[config.mk]
export PLATFORM = sky130hd
export DESIGN_NAME = move_writeback_pipe
export DESIGN_NICKNAME = d
export VERILOG_FILES = /design/src/rtl/move_writeback_pipe.sv
export SDC_FILE = /design/constraint.sdc
export NUM_CORES = 1
export LEC_CHECK = 0
export ABC_CLOCK_PERIOD_IN_PS = 1900
export CORE_ASPECT_RATIO = 0.8
export CORE_MARGIN = 3
export CORE_UTILIZATION = 30
export CTS_CLUSTER_SIZE = 30
export DETAILED_ROUTE_END_ITERATION = 10
export GPL_TIMING_DRIVEN = 1
export PLACE_DENSITY = 0.6
export SETUP_SLACK_MARGIN = 0.4
export SYNTH_ARGS = -nofsm -noshare
export SYNTH_HDL_FRONTEND = slang
export SYNTH_SLANG_ARGS = --single-unit
[constraint.sdc]
create_clock -name Clk -period 1.9 [get_ports Clk]
set_input_delay 0.38 -clock Clk [delete_from_list [all_inputs] [get_ports Clk]]
set_output_delay 0.38 -clock Clk [all_outputs]
set_load 0.05 [all_outputs]
[src/rtl/move_writeback_pipe.sv]
// move_writeback_pipe: MEM/WB pipeline for move results.
//   Captures each move result (coordinate value plus rt/rd destination) into a
//   MEM register and then a WB register, drives the register-file write port
//   from WB, and forwards MEM/WB data to the x (rt) and y (rd) operands of the
//   instruction currently in ID.
// Ports:
//   Clk, Reset            clock (rising edge), asynchronous active-low reset
//   ex_move/ex_value/ex_sel/ex_rt/ex_rd   move result arriving from EX
//   stall, flush          pipeline hold / kill controls
//   id_rt, id_rd          source indices of the ID instruction
//   wb_en/wb_addr/wb_data register-file write port (registered)
//   fwd_x_*, fwd_y_*      forwarding for x (rt) and y (rd) operands
//   retired_cnt           number of committed move writes (wraps)
module move_writeback_pipe #(
  parameter int unsigned DATA_W = 32,
  parameter int unsigned REG_AW = 5
) (
  input  logic              Clk,
  input  logic              Reset,
  input  logic              ex_move,
  input  logic [DATA_W-1:0] ex_value,
  input  logic              ex_sel,
  input  logic [REG_AW-1:0] ex_rt,
  input  logic [REG_AW-1:0] ex_rd,
  input  logic              stall,
  input  logic              flush,
  input  logic [REG_AW-1:0] id_rt,
  input  logic [REG_AW-1:0] id_rd,
  output logic              wb_en,
  output logic [REG_AW-1:0] wb_addr,
  output logic [DATA_W-1:0] wb_data,
  output logic              fwd_x_en,
  output logic [DATA_W-1:0] fwd_x_data,
  output logic              fwd_y_en,
  output logic [DATA_W-1:0] fwd_y_data,
  output logic [31:0]       retired_cnt
);

  localparam int unsigned CNT_W = 32;

  logic              m_valid_q, m_valid_d;
  logic [REG_AW-1:0] m_addr_q,  m_addr_d;
  logic [DATA_W-1:0] m_data_q,  m_data_d;
  logic              w_valid_q, w_valid_d;
  logic [REG_AW-1:0] w_addr_q,  w_addr_d;
  logic [DATA_W-1:0] w_data_q,  w_data_d;
  logic [CNT_W-1:0]  retired_cnt_q, retired_cnt_d;

  logic [REG_AW-1:0] dst_c;
  logic              cap_valid_c;

  // Destination select and capture qualification; $0 writes are dropped here
  always_comb begin
    dst_c       = ex_sel ? ex_rd : ex_rt;
    cap_valid_c = ex_move & ~flush & (dst_c != '0);
  end

  // Next-state for MEM, WB and the retire counter
  always_comb begin
    m_valid_d     = m_valid_q;
    m_addr_d      = m_addr_q;
    m_data_d      = m_data_q;
    w_valid_d     = m_valid_q;
    w_addr_d      = m_addr_q;
    w_data_d      = m_data_q;
    retired_cnt_d = retired_cnt_q;

    // flush beats stall: MEM becomes a bubble even while stalled
    if (flush) begin
      m_valid_d = 1'b0;
      m_addr_d  = '0;
      m_data_d  = '0;
    end else if (!stall) begin
      m_valid_d = cap_valid_c;
      m_addr_d  = cap_valid_c ? dst_c : '0;
      m_data_d  = cap_valid_c ? ex_value : '0;
    end

    // While MEM is held, WB takes bubbles so the held entry is written once
    if (stall && !flush) begin
      w_valid_d = 1'b0;
      w_addr_d  = '0;
      w_data_d  = '0;
    end

    if (w_valid_q) begin
      retired_cnt_d = retired_cnt_q + CNT_W'(1);
    end
  end

  // Pipeline state registers
  always_ff @(posedge Clk or negedge Reset) begin
    if (!Reset) begin
      m_valid_q     <= 1'b0;
      m_addr_q      <= '0;
      m_data_q      <= '0;
      w_valid_q     <= 1'b0;
      w_addr_q      <= '0;
      w_data_q      <= '0;
      retired_cnt_q <= '0;
    end else begin
      m_valid_q     <= m_valid_d;
      m_addr_q      <= m_addr_d;
      m_data_q      <= m_data_d;
      w_valid_q     <= w_valid_d;
      w_addr_q      <= w_addr_d;
      w_data_q      <= w_data_d;
      retired_cnt_q <= retired_cnt_d;
    end
  end

  // Forwarding from MEM/WB; MEM is younger so it wins, index 0 never forwards
  always_comb begin
    fwd_x_en   = 1'b0;
    fwd_x_data = '0;
    fwd_y_en   = 1'b0;
    fwd_y_data = '0;

    if (id_rt != '0) begin
      if (m_valid_q && (m_addr_q == id_rt)) begin
        fwd_x_en   = 1'b1;
        fwd_x_data = m_data_q;
      end else if (w_valid_q && (w_addr_q == id_rt)) begin
        fwd_x_en   = 1'b1;
        fwd_x_data = w_data_q;
      end
    end

    if (id_rd != '0) begin
      if (m_valid_q && (m_addr_q == id_rd)) begin
        fwd_y_en   = 1'b1;
        fwd_y_data = m_data_q;
      end else if (w_valid_q && (w_addr_q == id_rd)) begin
        fwd_y_en   = 1'b1;
        fwd_y_data = w_data_q;
      end
    end
  end

  assign wb_en       = w_valid_q;
  assign wb_addr     = w_addr_q;
  assign wb_data     = w_data_q;
  assign retired_cnt = retired_cnt_q;

endmodule

==> metrics.md <==
| Metric | Value |
|---|---|
| Setup violators final | between 60 and 70 |
| Worst path cell trace | xor2_1 -> nor4_2 -> nand4_1 -> buf_6 -> buf_12 -> buf_16 -> o22ai_4 -> buf_12 |
| DP HPWL | approximately 15 mm |
| Root Driver | clkbuf_16 |
| Core Util, Final | 61.4% |
| Placed Instances | approximately 1,000 |
| Hold Vio Cnt, Final | 0 |
| Vias in the first global route | about 6,000 |
| Detailed Route WL | 22.2 mm |
| Arr. time, crit path | roughly 2.3 ns |
| Combinational family with the most area after synthesis | compound AO/OA/AOI/OAI gates |
| Pint | around 3.8 mW |
| Xor/xnor share of the synthesized area | 8.13% |
| Crit path top cell by count | buf_12 |
| Max-Slew Margin vs Limit | a little under three quarters |
| Period utilization | 141% |
| Synth top area share | 49.2% |
| Simple-Gate Fraction of Synth Area | between 15 and 20% |
| Post-layout nets | approximately 900 |
| Layout cells sized above 1 | roughly 47% |
| Die height | roughly 130 um |
| Worst vdd ir | 0.000379 V |
| Remaining DRCs | 0 |
| Placement Setup Slack | -0.868 ns |
| Pins over their slew limit | 0 |
| H-tree depth | 3 |
| Most used DFF post-synth | dfrtp_1 |
| # fillers | 1,403 |
| CTS tree | yes |
| Congestion Overflow GR | 0 |
| Placeable Area | between 0.015 and 0.02 mm2 |
| Tot Pwr | 5.46 mW |
| Status | finished with violations |
| Minimum clock period | 2.67 ns |
| Worst slew pin tran | 0.428 ns |
| Clock sinks | 108 |
| Yosys top cell by area | dfrtp_1 |
| Static Leak | between 4 and 5 nW |
| Syn nets | between 600 and 700 |
| Synth area leaders | dfrtp_1 (49%), nand2_1 (5.9%), xnor2_1 (5.4%), a22o_1 (5.1%), o32ai_1 (4.5%) |
| Reg clk slew, reported paths | 0.07 ns |
| Vias | ~5,600 |
| Top cells by count, synth | dfrtp_1 (108), nand2_1 (86), nor2_1 (38), o21ai_0 (37), xnor2_1 (34) |
| Final worst slack | -0.773 ns |
| Comb power frac | around a fifth |
| # Max-Cap Violations | 0 |
| Starting Density | 31.1% |
| Via density | 5.25 |
| Type of origin of the critical path | register |
| Hold Crit Depth | 3 |
| DIE AREA | around 0.02 mm2 |
| Clock group share of total power | between 30 and 40% |
| Cell with the most instances after synthesis | dfrtp_1 |
| CP required | 1.52 ns |
| Initial drt markers | around 230 |
| Power per cell area | 504 mW/mm2 |
| WP buf/inv | 4 |
| Final Hold Slack | ~0.33 ns |
| Sw Pwr | 1.69 mW |
| Fmax | ~0.37 GHz |
| Failing checks | negative setup slack |
| Clk_lat worst skew | 0.36 ns |
| Ys async rst share | between 90% and 100% |
| Area grow syn2layout | 97.2% |
| Worst Skew | 0.0109 ns |
| CP Class | reg2out |
| DRT antenna net count | 0 |
| Bufs on Longest Clock Path | 2 |
| Largest net degree at the start of global routing | 42 |
| CTS buffer count | 9 |
| Stages on worst setup path | 8 |
| Worst Path Max Fanout | 8 |
| Post-synth EDFFs | 0 |
| Die Width | roughly 160 um |
| Sequential-to-total area share from yosys stat | approximately half |
| RSZ-0062 raised after global routing | yes |
| 1st-pass router iterations | 4 |
| Yosys reg bits | 108 |
| Wire length per cell | 21.0 um |
| Cell variety after synth | 42 |
| Average size of a mapped cell | a little under 10 um2 |
| CP endpoint kind | primary output |
| Post-Syn Instances | ~570 |
| Initial antenna violation count | 1 |
| N_diodes | 0 |
| Gr usage total | 22.8% |
| CP top delay family | buffers and inverters |
| HP Class | in2reg |
| Adder-cell share of the synthesized area | less than 1% |
| Slowest cell delay on critical path | between 0.4 and 0.5 ns |
| Synth Area in Compound Gates | approximately 18% |
| Crit-path slowest cell | dfrtp_2 |
| Row count | between 40 and 50 |
| Ys Warns | 0 |
| Register-to-Register Path Depth | 8 |
| # port buffers | just under 200 |
| Mapped Area | approximately 0.0055 mm2 |
| Sequential Power Share | 46.6% |
| Fin cells | approximately 1,100 |
| Sw Share | 31.0% |
| First-pass GRT wire length | 34.9 mm |
| Mux cell area share after synthesis | ~1.1% |
| Routability cong. | 0.942 |
| Ports | a little under 200 |
worst reg2reg max path, cell delays in order (launching register included):
cell,delay (ns)
dfrtp_2,0.42
buf_6,0.11
buf_6,0.08
nand4_1,0.11
buf_4,0.18
nor4_4,0.14
buf_6,0.18
nand4_1,0.13
xnor2_1,0.15
power groups by stage:
stage               sequential [mW]  clock [mW]  combinational [mW]
floorplan                      2.81           0               0.332
global placement               2.58           0                1.03
detailed placement             2.59           0                1.06
CTS                            2.54        1.85                1.13
global route                   2.56        1.95                1.20
finish                         2.55        1.79                1.13
path summary, 6_finish.rpt:
| path | from | endpoint | slack, ns |
|---|---|---|---|
| setup / recovery | wb_addr[4] | fwd_y_data[24] | -0.77 |
| hold reg to reg | retired_cnt[31] | retired_cnt[31] | 0.49 |
| hold / removal | ex_rt[1] | m_addr_q[1] | 0.33 |
| max in group asynchronous | Reset | retired_cnt[17] | 0.82 |
| setup reg to reg | wb_en | retired_cnt[25] | 0.28 |
| min in group asynchronous | Reset | retired_cnt[14] | 0.50 |
flip-flops by register name, indices dropped and copies added (netlist names):
signal and count:
m_addr_q 5, m_data_q 32, m_valid_q 1, retired_cnt 32, wb_addr 5, wb_data 32
wb_en 1
repair_timing:
action / 4_1_cts / 5_1_grt
setup endpoints to repair: 120 / 127
resized for setup: 120 / 28
hold endpoints to repair: 28 / 0
hold buffers: 1 / 0
gates cloned: 10 / 0
buffers inserted: 28 / 11
pin swaps: 37 / 34
cell type report:
type | instances | area [um2] | share of cell area (%)
Multi-Input combinational cell | 385 | 3730 | 34.5
Timing Repair Buffer | 292 | 3690 | 34.1
Sequential cell | 108 | 2730 | 25.2
Tap cell | 225 | 282 | 2.60
Clock buffer | 10 | 229 | 2.11
Inverter | 31 | 116 | 1.07
Clock inverter | 6 | 50.0 | 0.462
metrics by stage:
stage               instance area, um2  TNS (ns)
floorplan                         6630    -29.88
global placement                  9630    -56.04
detailed placement                9630    -60.18
CTS                              10600    -45.77
global route                     10800    -52.87
finish                           10800    -46.97
layout by cell type (no fill, tap or decap), types with 10 or more instances in the layout:
| master | Yosys | layout |
|---|---|---|
| o22ai_4 | 0 | 32 |
| nor2_1 | 38 | 36 |
| inv_1 | 31 | 31 |
| xnor2_1 | 34 | 29 |
| o21ai_1 | 0 | 26 |
| nand2_1 | 86 | 80 |
| a22o_1 | 32 | 32 |
| clkdlybuf4s50_1 | 0 | 36 |
| buf_12 | 0 | 86 |
| xor2_1 | 17 | 17 |
| nand4_1 | 17 | 17 |
| dfrtp_2 | 0 | 24 |
| o32ai_4 | 0 | 31 |
| dfrtp_1 | 108 | 84 |
| buf_4 | 1 | 114 |
| buf_16 | 0 | 10 |
| buf_6 | 7 | 25 |
metal layers:
layer / up-vias / global-route usage, % / share of wire, %
met5: - / 0 / 0.058
met3: 26 / 7.38 / 8.1
met2: 190 / 38.0 / 49
li1: 2559 / - / -
met1: 2777 / 29.1 / 41
met4: 2 / 4.74 / 1.4
kinds of logic after synthesis:
kind of cell	Yosys count
compound gates	136
xor+xnor	51
fa+ha+maj	1
buf+inv	74
flops	108
mux	6
simple gates	190
Power figures use the tool's default switching activity.
